## src/rtl/mmio_bus_unit.sv

```systemverilog
// mmio_bus_unit: CPU bus decoder passing RAM accesses through and hosting
// UART transmit, GPIO and a reloading timer in the top eight words of the map.
module mmio_bus_unit #(
    parameter int CLKS_PER_BIT = 16
) (
    input  logic        clk,
    input  logic        rst_n,
    input  logic [11:0] address,
    input  logic [15:0] data_out,
    input  logic        memwt,
    output logic [15:0] data_in,
    output logic [11:0] ram_addr,
    output logic [15:0] ram_wdata,
    output logic        ram_we,
    input  logic [15:0] ram_rdata,
    input  logic [15:0] gpio_in,
    output logic [15:0] gpio_out,
    output logic        uart_tx,
    output logic        irq
);
    typedef enum logic [1:0] {IDLE, START, DATA, STOP} uart_state_e;
    localparam logic [15:0] LAST_CLK = 16'(CLKS_PER_BIT - 1);

    uart_state_e state_q, state_d;
    logic [15:0] clk_cnt_q, clk_cnt_d;
    logic [2:0]  bit_idx_q, bit_idx_d, bit_idx_nxt;
    logic        tx_q, tx_d;
    logic [7:0]  txdata_q, txdata_d;
    logic [15:0] gpio_out_q, sync1_q, sync2_q;
    logic [15:0] tcnt_q, tcnt_d, treload_q;
    logic        en_q, irqen_q, exp_q, exp_d;
    logic [15:0] mmio_rdata;
    logic        is_mmio, mmio_wr, wr_tx, wr_gpio, wr_tcnt, wr_tctrl, wr_treload;
    logic        busy, tx_accept, bit_done, tmr_hit;

    assign is_mmio    = &address[11:3];
    assign mmio_wr    = memwt && is_mmio;
    assign wr_tx      = mmio_wr && address[2:0] == 3'd0;
    assign wr_gpio    = mmio_wr && address[2:0] == 3'd2;
    assign wr_tcnt    = mmio_wr && address[2:0] == 3'd4;
    assign wr_tctrl   = mmio_wr && address[2:0] == 3'd5;
    assign wr_treload = mmio_wr && address[2:0] == 3'd6;

    assign ram_addr  = address;
    assign ram_wdata = data_out;
    assign ram_we    = memwt && !is_mmio;
    assign data_in   = is_mmio ? mmio_rdata : ram_rdata;
    assign gpio_out  = gpio_out_q;
    assign uart_tx   = tx_q;
    assign irq       = exp_q && irqen_q;

    assign busy        = state_q != IDLE;
    assign tx_accept   = wr_tx && !busy;
    assign bit_done    = clk_cnt_q == LAST_CLK;
    assign bit_idx_nxt = bit_idx_q + 3'd1;

    always_comb begin
        state_d   = state_q;
        bit_idx_d = bit_idx_q;
        tx_d      = tx_q;
        txdata_d  = tx_accept ? data_out[7:0] : txdata_q;
        clk_cnt_d = (state_q == IDLE || bit_done) ? 16'd0 : clk_cnt_q + 16'd1;
        case (state_q)
            IDLE: begin
                tx_d    = !tx_accept;
                state_d = tx_accept ? START : IDLE;
            end
            START: if (bit_done) begin
                state_d   = DATA;
                bit_idx_d = 3'd0;
                tx_d      = txdata_q[0];
            end
            DATA: if (bit_done) begin
                state_d   = bit_idx_q == 3'd7 ? STOP : DATA;
                bit_idx_d = bit_idx_nxt;
                tx_d      = bit_idx_q == 3'd7 ? 1'b1 : txdata_q[bit_idx_nxt];
            end
            STOP: if (bit_done) begin
                state_d = IDLE;
                tx_d    = 1'b1;
            end
        endcase
    end

    // A CPU write to TCNT overrides the timer step; an expiry beats a clear.
    always_comb begin
        tmr_hit = en_q && tcnt_q == 16'd0;
        tcnt_d  = wr_tcnt ? data_out : !en_q ? tcnt_q : tmr_hit ? treload_q : tcnt_q - 16'd1;
        exp_d   = tmr_hit || (exp_q && !(wr_tctrl && data_out[1]));
    end

    always_comb begin
        mmio_rdata = 16'h0000;
        case (address[2:0])
            3'd0: mmio_rdata = {8'h00, txdata_q};
            3'd1: mmio_rdata = {15'b0, busy};
            3'd2: mmio_rdata = gpio_out_q;
            3'd3: mmio_rdata = sync2_q;
            3'd4: mmio_rdata = tcnt_q;
            3'd5: mmio_rdata = {13'b0, irqen_q, exp_q, en_q};
            3'd6: mmio_rdata = treload_q;
            default: mmio_rdata = 16'h0000;
        endcase
    end

    always_ff @(posedge clk or negedge rst_n) begin
        if (!rst_n) begin
            state_q    <= IDLE;
            clk_cnt_q  <= 16'd0;
            bit_idx_q  <= 3'd0;
            tx_q       <= 1'b1;
            txdata_q   <= 8'h00;
            gpio_out_q <= 16'h0000;
            sync1_q    <= 16'h0000;
            sync2_q    <= 16'h0000;
            tcnt_q     <= 16'h0000;
            treload_q  <= 16'h0000;
            en_q       <= 1'b0;
            irqen_q    <= 1'b0;
            exp_q      <= 1'b0;
        end else begin
            state_q    <= state_d;
            clk_cnt_q  <= clk_cnt_d;
            bit_idx_q  <= bit_idx_d;
            tx_q       <= tx_d;
            txdata_q   <= txdata_d;
            gpio_out_q <= wr_gpio ? data_out : gpio_out_q;
            sync1_q    <= gpio_in;
            sync2_q    <= sync1_q;
            tcnt_q     <= tcnt_d;
            treload_q  <= wr_treload ? data_out : treload_q;
            en_q       <= wr_tctrl ? data_out[0] : en_q;
            irqen_q    <= wr_tctrl ? data_out[2] : irqen_q;
            exp_q      <= exp_d;
        end
    end
endmodule

```

## config.mk

```make
export PLATFORM = sky130hd
export DESIGN_NAME = mmio_bus_unit
export DESIGN_NICKNAME = d
export VERILOG_FILES = /design/src/rtl/mmio_bus_unit.sv
export SDC_FILE = /design/constraint.sdc
export NUM_CORES = 1
export LEC_CHECK = 0
export BUFFER_PORTS_ARGS = -buffer_cell sky130_fd_sc_hd__clkbuf_2
export CORE_ASPECT_RATIO = 0.5
export CORE_UTILIZATION = 45
export DETAILED_ROUTE_END_ITERATION = 6
export PLACE_DENSITY = 0.71
export SLEW_MARGIN = 20
export SYNTH_ARGS = -nofsm -noshare
export SYNTH_HDL_FRONTEND = slang
export SYNTH_SLANG_ARGS = --single-unit
```

## constraint.sdc

```tcl
create_clock -name clk -period 1.9 [get_ports clk]
set_input_delay 0 -clock clk [delete_from_list [all_inputs] [get_ports clk]]
set_output_delay 0 -clock clk [all_outputs]
set_load 0.01 [all_outputs]
```

==> reports/results.ini, run 1 <==
[yosys]
netlist.area_leader.share_pct = 47.6
synth_area_um2 = 5890
yosysSeqAreaShare_pct = 48.0
netlist_instances = 567
synth_seq_cells = 113
syn_nets = 639
ys_warn_count = 0
synthTopCellsByArea = dfrtp_1, mux2_2, buf_4
async_flop_share_pct = 100
synth_flop_cell = dfrtp_1
yosysUniqueCellTypes = 60
synth-edff-count = 0
syn_area_per_cell_um2 = 10.4
yosys.area.top_type = dfrtp_1

[sta]
period_share_pct = 96.8
fmax_mhz = 544
fin_setup_tns_ps = 0
whs_ps = 103
fin_ws_ps = 60.7
hold_viol = 0
fin_crit_ps = 1840
skew_ps = 6.09
slew_headroom_pct = 61.5
setup_viol = 0
rsz0062_at_grt = yes
maxSlewViolCount = 0
worst_slew_pin_slew_ps = 577

[power_and_ir_drop]
p_int_mw = 5.13
p_leak_nw = 3.72
p_comb_share_pct = 18.2
pwr_density_cell_nw_per_um2 = 901
clockPowerShare_pct = 44.1
max-vdd-ir-drop_mv = 0.554
pwr-share-seq_pct = 37.8
power_mw = 7.01
power.switching_mw = 1.88
switching_share_pct = 26.8

[final_layout]
fillCellCount = 1042
final_nets = 813
multi_input_area_um2 = 2780
syn2layout_area_growth_pct = 32.0
drive_above_1_share_pct = 36.8
antenna_cells = 0
seq_area_um2 = 2830
fin_area_um2 = 7770
utilization_pct = 61.2
fin_cells = 923

[global_routing]
grt_max_degree = 45
antenna_found_initial = 0
track_usage_pct = 24.9
grt_pass1_wl_mm = 25.5
grt_pass1_vias = 4919
grt_overflow = 0

[critical_path]
r2r_start = tcnt_q[4]
critical_path.startpoint = tcnt_q[4]
worstSetupEndpointType = flop
arrival_ps = 2190
critPathLaunchType = flop
crit_type = flop to flop
crit_path_max_fanout = 5
cp.required_ps = 2250

[flow_run]
cap_violations = 0

[clock_tree]
cts_tree = done
insertion_delay_ps = 410
cts_max_level = 4
cts_buffers = 17
path_clk_slew_ps = 50
clk_path_buf_depth = 2
cts-root-buf = clkbuf_16
clock_sinks = 113

[placement]
port_buffers = 125
dp.cells = 857
place_congestion = 0.934
hpwlAfterDp_mm = 11.5
pre_cts_slack_ps = 26.1
place_area_um2 = 6790

[floorplan]
io_pins = 126
rows = 29
start_util_pct = 46.4
core_area_um2 = 12700
fp.dieH_um = 82.9
die_x_um = 164
dieArea_um2 = 13600

[status]
outcome = finished, final reports clean

[drt]
drt_iter0_markers = 443
vias = 5109
drc = 0
dr.pass1.iters = 5
wl_mm = 16.2
routedWlPerCell_um = 17.6
vias_per_cell = 5.54
ant_nets = 0

[hold_path]
hp-class = primary input to flop
min_from = memwt

power groups by stage:
stage / Clock, mW / Sequential (mW) / Combinational [mW]
CTS: 3.12 / 2.64 / 1.22
detailed placement: 0 / 2.68 / 1.13
global route: 3.23 / 2.66 / 1.42
finish: 3.09 / 2.65 / 1.27
global placement: 0 / 2.67 / 1.10
floorplan: 0 / 2.68 / 0.704
layout by cell type, fill, tap and decap left out, types with 4 or more instances in the layout:
| cell type | instances |
|---|---|
| nor2b_1 | 6 |
| clkbuf_2 | 124 |
| a21oi_1 | 31 |
| mux2i_1 | 15 |
| xnor2_1 | 11 |
| inv_1 | 10 |
| a211oi_1 | 4 |
| clkinv_2 | 4 |
| nand2_1 | 53 |
| nor3_1 | 8 |
| and2_1 | 5 |
| o21a_1 | 5 |
| nand3_1 | 20 |
| nand4_1 | 8 |
| nand2b_1 | 4 |
| buf_4 | 45 |
| or3_1 | 5 |
| nor4_1 | 4 |
| clkbuf_16 | 17 |
| o21ai_0 | 34 |
| mux2_2 | 54 |
| nor2_1 | 38 |
| o22ai_1 | 4 |
| ha_1 | 7 |
| and3_1 | 5 |
| dlygate4sd3_1 | 33 |
| nor3b_1 | 4 |
| o211ai_1 | 4 |
| dfrtp_1 | 112 |
| a22oi_1 | 8 |
| xor2_1 | 5 |
flip-flops by register name (all words and copies together) (netlist names), 2 cells and up:
signal     count
tcnt_q        16
state_q        2
bit_idx_q      3
sync2_q       16
treload_q     16
sync1_q       16
clk_cnt_q     16
gpio_out      16
txdata_q       8
cell type report:
type | count | share of cell area (%)
sequential | 113 | 36.4
multi-input combinational | 391 | 35.8
timing repair buffer | 204 | 17.1
clock buffer | 21 | 5.92
tap | 170 | 2.74
clock inverter | 10 | 1.43
inverter | 14 | 0.676
logic make-up (layout without fill, tap and decap cells):
group                      Yosys count  count (layout)  synth area share, %
AOI/OAI and AO/OA                  113             113                 11.9
xor gates and xnor gates            16              16                 2.38
adders and majority gates            9               9                 1.91
buffers and inverters               63             249                 5.99
DFF                                113             113                 48.0
muxes                               70              70                 13.3
and+or+nand+nor                    183             183                 16.5
layer usage:
layer / track usage [%] / part of all wire (%) / vias to the layer above
met5: 0 / 0 / -
met4: 10.3 / 2.5 / 0
met3: 5.24 / 5.9 / 32
met2: 39.6 / 48 / 188
met1: 33.0 / 44 / 2503
li1: - / - / 2386
worst paths after layout:
path,endpoint,slack (ps),cells after the start
max in group asynchronous,txdata_q[4],1080,3
max,tcnt_q[15],60,5
min in group asynchronous,sync1_q[7],130,2
max reg2reg,tcnt_q[15],60,5
min reg2reg,sync2_q[2],340,0
min,exp_q,100,4
critical path, stage by stage, from the launching register on:
cell,delay (ps)
dfrtp_1,410
or4_4,610
nor2_4,100
or4b_1,430
nand3_1,100
o21a_1,120
cells in the mapped netlist, types with 2 or more instances:
| library cell | count |
|---|---|
| nand4_1 | 8 |
| o2111ai_1 | 2 |
| a221oi_1 | 2 |
| clkbuf_1 | 12 |
| mux2i_1 | 15 |
| o21ai_0 | 34 |
| and3_1 | 5 |
| ha_1 | 9 |
| a21o_1 | 2 |
| buf_1 | 2 |
| nor3_1 | 9 |
| mux2_2 | 54 |
| o21a_1 | 5 |
| o211ai_1 | 4 |
| and4_1 | 2 |
| nor4b_1 | 2 |
| nand2_1 | 53 |
| xor2_1 | 5 |
| nand2b_1 | 5 |
| xnor2_1 | 11 |
| nand4_2 | 2 |
| o31ai_1 | 3 |
| a211oi_1 | 4 |
| dfrtp_1 | 112 |
| a22o_1 | 3 |
| nor3b_1 | 4 |
| o31a_1 | 2 |
| nand3_1 | 20 |
| inv_1 | 13 |
| nor2_1 | 38 |
| buf_4 | 29 |
| nor2b_1 | 6 |
| nor4_1 | 6 |
| a22oi_1 | 8 |
| a211o_1 | 2 |
| or3_1 | 5 |
| nor4_2 | 2 |
| nand3b_1 | 3 |
| o22ai_1 | 4 |
| and2_1 | 5 |
| buf_2 | 6 |
| a21oi_1 | 31 |
timing repair:
item,CTS,global route
hold buffers,33,0
buffers inserted,0,2
resized for setup,5,8
hold endpoints to repair,110,0
setup endpoints to repair,2,10
pin swaps,0,3
(Power assumes the default switching activity.)
==> inputs of run 2 (changes only) <==
--- a/config.mk
+++ b/config.mk
@@ -5,11 +5,11 @@
 export SDC_FILE = /design/constraint.sdc
 export NUM_CORES = 1
 export LEC_CHECK = 0
-export BUFFER_PORTS_ARGS = -buffer_cell sky130_fd_sc_hd__clkbuf_2
+export ABC_AREA = 1
 export CORE_ASPECT_RATIO = 0.5
 export CORE_UTILIZATION = 45
 export DETAILED_ROUTE_END_ITERATION = 6
-export PLACE_DENSITY = 0.71
+export DONT_BUFFER_PORTS = 1
 export SLEW_MARGIN = 20
 export SYNTH_ARGS = -nofsm -noshare
 export SYNTH_HDL_FRONTEND = slang
==> run 2 against run 1 <==
  * The run now ends with DRC, hold timing left
  * Combinational power fell by 73%
  * Critical endpoint is now tcnt_q[8]
  * First-iteration DRC count rose by 22%
  * Final cell count rose by 6.7%
  * Largest power group unchanged
  * Clock skew rose by 2.5 ps
  * Sequential share of layout area rose by 3.9 points
==> reports/results.ini, run 2 <==
[status]
outcome = finished with violations
violations = DRC, hold timing

[yosys]
synthTopCellsByArea = dfrtp_1, nand2_1, o21ai_0
yosys.area.top_type = dfrtp_1
muxShareOfSynthArea_pct = 0
netlist_instances = 778
synth_common_cells = nand2_1, dfrtp_1, inv_1
synth_most_common_cell = nand2_1
async_flop_share_pct = 100
syn_area_per_cell_um2 = 7.76
ys_warn_count = 0
synth_seq_cells = 113
synth-compound-area-share_pct = 11.8
yosysUniqueCellTypes = 37
synth_top_family_by_area = simple AND/OR/NAND/NOR gates
syn_nets = 850
synth-simple-area-share_pct = 25.8
synth_adder_area_share_pct = 1.86
synth_flop_cell = dfrtp_1
synth_xor_area_share_pct = 1.74
netlist.area_leader.share_pct = 46.4
yosysSeqAreaShare_pct = 46.9
synth-edff-count = 0
synth_area_um2 = 6040

[placement]
place_congestion = 0.911
port_buffers = 0
hpwlAfterDp_mm = 11.7
pre_cts_slack_ps = 97.8
place_area_um2 = 6060

[critical_path]
reg2regPathDepth = 10
cp.required_ps = 2200
cp.buffers_inverters = 2
worstSetupEndpointType = flop
critPathLaunchType = flop
arrival_ps = 2070
path_cells = inv_1 -> ha_2 -> nand3_2 -> nor2_4 -> nand2_2 -> nor2_4 -> buf_4 -> nand3_1 -> nand4_1 -> nand3_1
crit_path_max_fanout = 8
r2r_start = tcnt_q[0]
reg2reg_setup_slack_ps = 130
slowest_stage = dfrtp_1
cpPeakStageDelay_ps = 370
worstReg2RegEnd = tcnt_q[8]
crit_type = flop to flop
critPathTopFamily = simple AND/OR/NAND/NOR gates

[hold_path]
hp-class = primary input to asynchronous set/reset pin

[clock_tree]
path_clk_slew_ps = 60
clock_sinks = 113
cts-root-buf = clkbuf_16
cts_buffers = 17
clk_path_buf_depth = 2
postCtsHoldBufs = 35
insertion_delay_ps = 420
cts_tree = done
cts_max_level = 4

[flow_run]
cap_violations = 0

[final_layout]
final_common_cell = nand2_1
utilization_pct = 54.5
antenna_cells = 0
drive_above_1_share_pct = 9.82
fillCellCount = 1194
final_cell_mix = nand2_1, dfrtp_1, inv_1
final_nets = 874
fin_area_um2 = 7020
syn2layout_area_growth_pct = 16.3

[drt]
routedWlPerCell_um = 16.6
drt_iter0_markers = 542
wl_met3_mm = 1.20
dr.pass1.iters = 7
highest_layer = met4
vias_per_cell = 5.25
wl_met1_mm = 7.85
drc = 7
vias = 5172
ant_nets = 0
wl_mm = 16.3
wl_met2_mm = 7.07

[global_routing]
grt_overflow = 0
grt_max_degree = 114
grt_pass1_wl_mm = 26.1
grt_pass1_vias = 4797
antenna_found_initial = 1
track_usage_pct = 24.8

[sta]
skew_ps = 8.55
fin_crit_ps = 1770
whs_ps = -720
hold_viol = 113
slew_headroom_pct = 65.8
fin_ws_ps = 126
rsz0062_at_grt = yes
period_share_pct = 93.4
fmax_mhz = 564
worst_slew_pin_slew_ps = 511
maxSlewViolCount = 0
setup_viol = 0

[power_and_ir_drop]
pwr_density_cell_nw_per_um2 = 857
p_leak_nw = 3.32
max-vdd-ir-drop_mv = 0.474
power_mw = 6.02

[floorplan]
fp.dieH_um = 83.9
start_util_pct = 46.9
core_area_um2 = 12900
rows = 29
io_pins = 126
die_x_um = 166
dieArea_um2 = 13900

## run 2: cells by family after synthesis
family,after synthesis
fa+ha+maj,9
buf+inv,157
flops,113
simple gates,359
compound gates,128
xor+xnor,12
## run 2: worst reg2reg max path: stages (launching register included)
cell	delay (ps)
dfrtp_1	370
inv_1	80
ha_2	200
nand3_2	140
nor2_4	170
nand2_2	100
nor2_4	210
buf_4	150
nand3_1	70
nand4_1	100
nand3_1	80
## run 2: worst max path at each step
stage / startpoint / to / slack, ps / cells past startpoint
CTS: tcnt_q[0] / tcnt_q[0] / 3 / 8
global placement: tcnt_q[0] / tcnt_q[0] / 170 / 8
finish: tcnt_q[0] / tcnt_q[8] / 130 / 10
floorplan: tcnt_q[0] / tcnt_q[10] / 300 / 9
detailed placement: tcnt_q[0] / tcnt_q[0] / 100 / 8
global route: tcnt_q[0] / tcnt_q[10] / -7 / 9
## run 2: per-layer routing
layer | global-route usage (%) | up-vias
met5 | 0 | -
met4 | 7.90 | 0
met3 | 6.54 | 21
met2 | 35.8 | 178
met1 | 36.0 | 2464
li1 | - | 2509
## run 2: per-stage QoR
step	hold slack [ps]	setup TNS, ps	std cells
after detailed placement	-292	0	916
after global placement	-292	0	916
after floorplan	-296	0	778
after CTS	-730	0	983
final	-720	0	985
after global routing	-741	-6.92	985
## run 2: power breakdown
part           leakage, nW  internal [mW]  switching (mW)
logic                 1.57          0.135           0.206
registers             1.47           2.46          0.0271
clock network        0.283           1.95            1.24
total                 3.32           4.54            1.48
## run 2: cell type report
class	count	area, um^2	share of cell area [%]
Clock inverter	14	158	2.24
Inverter	109	409	5.82
Clock buffer	18	429	6.11
Sequential cell	113	2830	40.3
Tap cell	170	213	3.03
Timing Repair Buffer	53	485	6.91
Multi-Input combinational cell	508	2500	35.6
## run 2: repair_timing
action,4_1_cts,5_1_grt
endpoints found under the hold margin,188,113
setup endpoints to repair,0,9
buffers inserted,0,2
gates resized for setup,0,4
==> inputs of run 3 (changes only) <==
--- a/config.mk
+++ b/config.mk
@@ -10,7 +10,7 @@
 export CORE_UTILIZATION = 45
 export DETAILED_ROUTE_END_ITERATION = 6
 export DONT_BUFFER_PORTS = 1
-export SLEW_MARGIN = 20
+export PLACE_DENSITY_LB_ADDON = 0.3
 export SYNTH_ARGS = -nofsm -noshare
 export SYNTH_HDL_FRONTEND = slang
 export SYNTH_SLANG_ARGS = --single-unit
==> constraint.sdc (replaced) <==
create_clock -name clk -period 1.9 [get_ports clk]
set_input_delay 0.285 -clock clk [delete_from_list [all_inputs] [get_ports clk]]
set_output_delay 0.285 -clock clk [all_outputs]
set_load 0.01 [all_outputs]
==> run 3 against run 2 <==
  * The run still ends with DRC, hold timing left
  * Worst hold slack better by 290 ps
  * Combinational power down 7.6%
  * Final cell count down 0.41%
  * Maximum frequency down 4.2%
  * Clock skew down 3.8 ps
  * Cell area down 0.66%
  * Largest power group unchanged
==> reports/results.ini, run 3 (synthesis gave the netlist of run 2 again) <==
[clock_tree]
cts_buffers = 17
clk_path_buf_depth = 2
postCtsHoldBufs = 19
insertion_delay_ps = 410
cts_tree = done
cts_max_level = 4
clock_sinks = 113
path_clk_slew_ps = 60
cts-root-buf = clkbuf_16

[critical_path]
crit_type = flop to primary output
reg2regPathDepth = 9
cpPeakStageDelay_ps = 390
crit_path_max_fanout = 3
cp.buffers_inverters = 3
path_cells = inv_2 -> ha_4 -> inv_4 -> nand3_2 -> nand3_2 -> nor3_2 -> o21ai_1 -> buf_4
arrival_ps = 1570
cp_common_cell = nand3_2
slowest_stage = dfrtp_1
worstReg2RegEnd = tcnt_q[10]
critPathLaunchType = flop
r2r_start = tcnt_q[1]
cp.required_ps = 1620
reg2reg_setup_slack_ps = 130
worstSetupEndpointType = primary output
critPathTopFamily = flip-flops

[drt]
routedWlPerCell_um = 16.3
drc = 5
vias_per_cell = 5.35
drt_iter0_markers = 449
ant_nets = 0
wl_mm = 16.0
vias = 5250
dr.pass1.iters = 7

[sta]
maxSlewViolCount = 0
fin_ws_ps = 48.0
hold_viol = 113
period_share_pct = 97.5
worst_slew_pin_slew_ps = 527
slew_headroom_pct = 64.8
rsz0062_at_grt = yes
setup_viol = 0
fin_setup_tns_ps = 0
skew_ps = 4.75
whs_ps = -433
fmax_mhz = 540
fin_crit_ps = 1850

[final_layout]
final_common_cell = nand2_1
drive_above_1_share_pct = 13.3
antenna_cells = 0
final_nets = 870
fin_area_um2 = 6980
syn2layout_area_growth_pct = 15.6
multi_input_area_um2 = 2530
fin_cells = 981
fillCellCount = 1137
final_cell_mix = nand2_1, dfrtp_1, inv_1
utilization_pct = 54.2
seq_area_um2 = 2830

[flow_run]
cap_violations = 0

[placement]
hpwlAfterDp_mm = 11.4
pre_cts_slack_ps = 115
place_area_um2 = 6090
port_buffers = 0
place_congestion = 0.918
dp.cells = 921

[global_routing]
grt_overflow = 0
grt_pass1_wl_mm = 25.8
track_usage_pct = 24.2
antenna_found_initial = 0
grt_max_degree = 114
grt_pass1_vias = 4799

[floorplan]
rows = 29
start_util_pct = 46.9
io_pins = 126
core_area_um2 = 12900
die_x_um = 166
fp.dieH_um = 83.9
dieArea_um2 = 13900

[power_and_ir_drop]
p_comb_share_pct = 5.3
power.switching_mw = 1.49
clockPowerShare_pct = 52.6
pwr_density_cell_nw_per_um2 = 846
pwr-share-seq_pct = 42.1
switching_share_pct = 25.2
p_int_mw = 4.41
power_mw = 5.90
max-vdd-ir-drop_mv = 0.495
p_leak_nw = 3.33

[status]
violations = DRC, hold timing
outcome = finished with violations

[hold_path]
hp-class = primary input to asynchronous set/reset pin

run 3: cell count changes in the layout (fill, tap and decap cells not counted), sizes merged:
| cell | change |
|---|---|
| bufinv | -1 |
| clkbuf | -1 |
| clkinvlp | -2 |
| buf | +12 |
| inv | +4 |
| dlygate4sd3 | -16 |
run 3: timing repair:
item,in CTS,in global routing
endpoints found under the hold margin,132,113
setup buffers,4,5
resized for setup,8,15
pin swaps,1,6
endpoints found under the setup margin,2,17
run 3: power by group through the flow:
stage	registers (mW)	clock network (mW)	logic, mW
global placement	2.52	0	0.267
CTS	2.48	3.16	0.306
global route	2.49	3.28	0.350
floorplan	2.52	0	0.260
detailed placement	2.53	0	0.269
finish	2.48	3.10	0.315
run 3: worst max path at each step:
stage / startpoint / end / slack (ps) / cells after the start
6_report: state_q[0] / data_in[0] / 50 / 8
4_1_cts: state_q[0] / data_in[0] / -30 / 8
2_1_floorplan: tcnt_q[0] / tcnt_q[10] / 300 / 9
3_3_place_gp: tcnt_q[1] / tcnt_q[10] / 210 / 9
5_1_grt: tcnt_q[4] / data_in[4] / -50 / 5
3_5_place_dp: tcnt_q[1] / tcnt_q[10] / 120 / 9
run 3: per-layer routing:
| layer | up-vias | global-route usage (%) | share of wire, % |
|---|---|---|---|
| met5 | - | 0 | 0 |
| met4 | 0 | 7.99 | 1.8 |
| met3 | 27 | 5.64 | 8.6 |
| met2 | 208 | 35.8 | 44 |
| met1 | 2508 | 34.7 | 45 |
| li1 | 2507 | - | - |
run 3: final cells by class:
type | count | share of cell area (%)
Clock buffer | 17 | 6.10
Clock inverter | 15 | 2.12
Inverter | 109 | 5.94
Multi-Input combinational cell | 508 | 36.3
Sequential cell | 113 | 40.6
Tap cell | 170 | 3.05
Timing Repair Buffer | 49 | 5.95
